===== src/rtl/debounce_edge_if.sv =====
// Purpose : signal bundle between a debounce_edge instance and its user.
// Signals : d          - synchronized raw inputs (driven by master)
//           q          - debounced levels
//           rise/fall  - one-cycle pulses on accepted 0->1 / 1->0 changes
//           glitch_cnt - rejected-bounce counter, only with DEBOUNCE_EDGE_STATS_EN
// Modports: master (input source / output consumer), slave (the debouncer).
interface debounce_edge_if #(
  parameter int unsigned WIDTH = 1
);
  logic [WIDTH-1:0] d;
  logic [WIDTH-1:0] q;
  logic [WIDTH-1:0] rise;
  logic [WIDTH-1:0] fall;
`ifdef DEBOUNCE_EDGE_STATS_EN
  logic [15:0]      glitch_cnt;

  modport master (output d, input q, rise, fall, glitch_cnt);
  modport slave  (input d, output q, rise, fall, glitch_cnt);
`else
  modport master (output d, input q, rise, fall);
  modport slave  (input d, output q, rise, fall);
`endif
endinterface


===== src/rtl/debounce_edge.sv =====
// Purpose : per-bit debouncer and edge detector for slow, already-synchronized
//           inputs. A channel's level q changes only after d has differed from
//           it for STABLE_CYCLES consecutive clocks; each accepted change emits
//           a one-cycle rise or fall pulse. All outputs are registered.
// Ports   : clk - clock
//           rst - asynchronous, active-high reset
//           bus - debounce_edge_if.slave (d in; q, rise, fall out;
//                 glitch_cnt out when DEBOUNCE_EDGE_STATS_EN is defined)
// Options : DEBOUNCE_EDGE_STATS_EN adds a saturating 16-bit count of edges on
//           which at least one channel abandoned a partial count.
module debounce_edge #(
  parameter int unsigned WIDTH         = 1,
  parameter int unsigned STABLE_CYCLES = 1000
) (
  input  logic           clk,
  input  logic           rst,
  debounce_edge_if.slave bus
);

  localparam int unsigned      CNT_W    = $clog2(STABLE_CYCLES + 1);
  localparam logic [CNT_W-1:0] CNT_LAST = CNT_W'(STABLE_CYCLES - 1);

  logic [WIDTH-1:0]            level_q, level_d;
  logic [WIDTH-1:0]            rise_q,  rise_d;
  logic [WIDTH-1:0]            fall_q,  fall_d;
  logic [WIDTH-1:0][CNT_W-1:0] cnt_q,   cnt_d;

  // Per-channel count/accept; any sample matching q drops the count to 0.
  always_comb begin
    level_d = level_q;
    rise_d  = '0;
    fall_d  = '0;
    cnt_d   = '0;
    for (int unsigned i = 0; i < WIDTH; i++) begin
      if (bus.d[i] != level_q[i]) begin
        if (cnt_q[i] == CNT_LAST) begin
          level_d[i] = bus.d[i];
          rise_d[i]  = bus.d[i];
          fall_d[i]  = ~bus.d[i];
        end else begin
          cnt_d[i] = cnt_q[i] + CNT_W'(1);
        end
      end
    end
  end

  always_ff @(posedge clk or posedge rst) begin
    if (rst) begin
      level_q <= '0;
      rise_q  <= '0;
      fall_q  <= '0;
      cnt_q   <= '0;
    end else begin
      level_q <= level_d;
      rise_q  <= rise_d;
      fall_q  <= fall_d;
      cnt_q   <= cnt_d;
    end
  end

  assign bus.q    = level_q;
  assign bus.rise = rise_q;
  assign bus.fall = fall_q;

`ifdef DEBOUNCE_EDGE_STATS_EN
  logic [15:0] glitch_q, glitch_d;
  logic        abort_c;

  // One increment per edge with any abort, not per aborting channel; saturates.
  always_comb begin
    abort_c = 1'b0;
    for (int unsigned i = 0; i < WIDTH; i++) begin
      if ((bus.d[i] == level_q[i]) && (cnt_q[i] != '0)) begin
        abort_c = 1'b1;
      end
    end
    glitch_d = glitch_q;
    if (abort_c && (glitch_q != 16'hFFFF)) begin
      glitch_d = glitch_q + 16'd1;
    end
  end

  always_ff @(posedge clk or posedge rst) begin
    if (rst) begin
      glitch_q <= '0;
    end else begin
      glitch_q <= glitch_d;
    end
  end

  assign bus.glitch_cnt = glitch_q;
`endif

endmodule


===== src/flat_wrapper.sv =====
// flat-port wrapper written by rule: the top's interface ports become plain ports
module debounce_edge_flat 
#(
  parameter int unsigned WIDTH         = 1,
  parameter int unsigned STABLE_CYCLES = 1000
)
  (clk, rst, bus_d, bus_q, bus_rise, bus_fall);
  debounce_edge_if #(.WIDTH(WIDTH)) bus_i ();
  input  logic clk;
  input  logic rst;
  input wire logic [$bits(bus_i.d)-1:0] bus_d;
  output wire logic [$bits(bus_i.q)-1:0] bus_q;
  output wire logic [$bits(bus_i.rise)-1:0] bus_rise;
  output wire logic [$bits(bus_i.fall)-1:0] bus_fall;
  assign bus_i.d = bus_d;
  assign bus_q = bus_i.q;
  assign bus_rise = bus_i.rise;
  assign bus_fall = bus_i.fall;
  debounce_edge #(.WIDTH(WIDTH), .STABLE_CYCLES(STABLE_CYCLES)) u_core (.clk(clk), .rst(rst), .bus(bus_i));
endmodule

===== config.mk =====
export PLATFORM = sky130hd
export DESIGN_NAME = debounce_edge_flat
export DESIGN_NICKNAME = d
export VERILOG_FILES = /design/src/rtl/debounce_edge_if.sv /design/src/rtl/debounce_edge.sv /design/src/flat_wrapper.sv
export SDC_FILE = /design/constraint.sdc
export NUM_CORES = 1
export LEC_CHECK = 0
export CAP_MARGIN = 25
export CORE_AREA = 3 3 40 42
export DETAILED_ROUTE_END_ITERATION = 6
export DIE_AREA = 0 0 43 45
export PLACE_DENSITY_LB_ADDON = 0.2
export SYNTH_ARGS = -nofsm -noshare
export SYNTH_HDL_FRONTEND = slang
export SYNTH_SLANG_ARGS = --single-unit

===== constraint.sdc =====
create_clock -name clk -period 1.8 [get_ports clk]
set_input_delay 0.18 -clock clk [delete_from_list [all_inputs] [get_ports clk]]
set_output_delay 0.18 -clock clk [all_outputs]
set_load 0.02 [all_outputs]

==> impl_metrics.json <==
{
  "synthDistinctLibCells": 23,
  "area_delta_synth_final_pct": 17.39,
  "die_x_um": 43,
  "grt-ovfl-total": 0,
  "vias": 481,
  "muxShareOfSynthArea_pct": 2.372,
  "n_fill_cell": 117,
  "synth-simple-area-share_pct": 21.74,
  "power_frac_clock_pct": 32.5,
  "num_rows": 13,
  "power_leakage_nw": 0.2965,
  "first_iter_violations": 6,
  "antenna_left": 0,
  "cts_hold_buf": 0,
  "die_area_sq_um": 1935,
  "viasPerCell": 5.659,
  "power_density_nw_per_um2": 752.4,
  "p_switching_mw": 0.1408,
  "setup.worst_path.start_class": "flip-flop",
  "clk_path_buf_depth": 2,
  "crit_fanout": 4,
  "met3_usage_pct": 2.390,
  "rrSetupSlack_ns": 0.14,
  "dp_slack_ns": 0.1525,
  "synth_warnings": 0,
  "setup_tns_ns": 0,
  "synth_fa_ha_area_share_pct": 1.976,
  "synth_top_family_by_area": "simple AND/OR/NAND/NOR gates",
  "synth_compound_area_share_pct": 13.83,
  "switching_share_pct": 25.19,
  "tightest_slew_ns": 0.4961,
  "gp_congestion": 0.7437,
  "cp_data_required_time_ns": 1.97,
  "crit_type": "reg -> reg",
  "cts_tree": "built",
  "htreeDepth": 1,
  "post-route-period-util_pct": 92.48,
  "min_path_type": "in -> async",
  "num_io_pins": 6,
  "root_buffer": "clkbuf_4",
  "syn_area_sq_um": 633.1,
  "skew_ns": 0.002766,
  "grt-busiest-layer": "met2",
  "met2_usage_pct": 20.96,
  "cts_buffers": 3,
  "rsz0062_at_grt": "false",
  "post_cts_buffers": 0,
  "core_sq_um": 1285,
  "clk_pin_slew_ns": 0.08,
  "pwr-share-seq_pct": 56.9,
  "period_needed_ns": 1.665,
  "grt_max_degree": 14,
  "portBuffers": 5,
  "setup_viol": 0,
  "first_pass_iters": 4,
  "netlist_instances": 59,
  "antenna_found_initial": 0,
  "multiInputGateArea_sq_um": 296.5,
  "syn-mean-instance-area_sq_um": 10.73,
  "drt_wl_total_mm": 1.215,
  "slew_viol_final": 0,
  "synth_seq_cells": 13,
  "grt_pass1_vias": 446,
  "peakVddDrop_mv": 0.5260,
  "diodes": 0,
  "cap_violations": 0,
  "ys_seq_area_share_pct": 51.38,
  "dp.final_hpwl_um": 898.7,
  "synth_xor_area_share_pct": 6.917,
  "cts_sinks": 13,
  "finalHoldViolations": 0,
  "layout-drive-gt1-share_pct": 14.29,
  "combPwrFrac_pct": 10.6,
  "drcViolationCount": 0,
  "regArea_sq_um": 325.3,
  "p_int_mw": 0.4184,
  "totalPowerFinal_mw": 0.5592,
  "die_h_um": 45,
  "syn_nets": 63,
  "clk_latency_ns": 0.28,
  "worst_slack_ns": 0.1354,
  "end_kind": "flip-flop",
  "use_met1_pct": 20.60,
  "grt_pass1_wl_mm": 2.049,
  "wl_per_cell_um": 14.29,
  "dp_cells": 81,
  "relSlewSlack_pct": 66.89,
  "fin_nets": 75,
  "cts_resized": 0,
  "final_cells": 85,
  "start_util_pct": 49.27,
  "fmax_ghz": 0.6007,
  "status": "finished, final reports clean",
  "grt_util_all_layers_pct": 14.86,
  "arrival_ns": 1.83
}
[layout by cell type (no fill, tap or decap), drive strengths merged, types with 2 or more instances in the layout]
cell,count
a211oi,2
a21oi,3
buf,2
clkbuf,4
clkdlybuf4s50,5
dfrtp,13
inv,3
nand2,2
nand3,4
nand4,2
nor2,5
nor3b,2
o21ai,5
o31ai,2
or3,3
xnor2,2
xor2,3
[cells in the mapped netlist]
master,n,area [sq um]
dfrtp_1,13,325.3
nor2_1,5,18.77
o21ai_0,5,25.02
nand3_1,4,20.02
a21oi_1,3,15.01
inv_1,3,11.26
xor2_1,3,26.28
a211oi_1,2,15.01
nand2_1,2,7.510
nand4_1,2,12.51
nor3b_1,2,15.01
o31ai_1,2,15.01
or3_1,2,12.51
xnor2_1,2,17.52
and3_2,1,7.510
and4_1,1,8.760
ha_1,1,12.51
mux2_4,1,15.01
nand4bb_2,1,16.27
o21a_1,1,7.510
o21ba_2,1,10.01
or3_4,1,11.26
or4_1,1,7.510
[power by group through the flow]
stage,Sequential (mW),Combinational (mW),Clock [mW]
after CTS,0.318,0.0599,0.186
after detailed placement,0.324,0.0597,0
after global placement,0.323,0.0596,0
final,0.318,0.0592,0.182
after global routing,0.320,0.0655,0.201
after floorplan,0.323,0.0346,0
[cells by family (layout without fill, tap and decap cells)]
family                     Yosys count  count (layout)
DFF                                 13              13
AOI/OAI and AO/OA                   14              14
buffers and inverters                3              14
muxes                                1               1
and+or+nand+nor                     22              22
xor gates and xnor gates             5               5
adders and majority gates            1               1
[state kept, by name, indices dropped and copies added (netlist names)]
register,count
u_core.cnt_q,10
u_core.bus.fall,1
u_core.bus.q,1
u_core.bus.rise,1
[path summary, 6_finish.rpt]
kind / from / end / cells after the start
max: u_core.cnt_q[0]$_DFF_PP0_ / u_core.bus.q$_DFFE_PP0P_ / 4
min: rst / u_core.cnt_q[2]$_DFF_PP0_ / 2
max reg2reg: u_core.cnt_q[0]$_DFF_PP0_ / u_core.bus.q$_DFFE_PP0P_ / 4
min reg2reg: u_core.cnt_q[0]$_DFF_PP0_ / u_core.cnt_q[0]$_DFF_PP0_ / 1
max in group asynchronous: rst / u_core.cnt_q[9]$_DFF_PP0_ / 2
min in group clk: u_core.cnt_q[0]$_DFF_PP0_ / u_core.cnt_q[0]$_DFF_PP0_ / 1
[stage by stage]
stage	util, %	area [sq um]	hold WS (ns)
after floorplan	-	633.1	0.05696
after global placement	55.79	716.9	0.4651
after detailed placement	55.79	716.9	0.4690
after CTS	57.84	743.2	0.2326
after global routing	57.84	743.2	0.2501
final	57.84	743.2	0.2148
[critical path: stages, from the launching register on]
cell and delay [ns]:
dfrtp_1 0.39, ha_1 0.25, nand4bb_2 0.18, or3_4 0.43, mux2_4 0.31
[layer usage]
layer / wire length (um) / vias up
met5: 0 / -
met4: 36 / 0
li1: - / 238
met2: 556 / 9
met1: 580 / 229
met3: 41 / 5
[area by class of cell]
cell class                      instances  area share, %
Inverter                                3          1.515
Clock buffer                            4          3.535
Multi-Input combinational cell         43          39.90
Sequential cell                        13          43.77
Timing Repair Buffer                    7          8.754
Tap cell                               15          2.525
(Power assumes the default switching activity.)
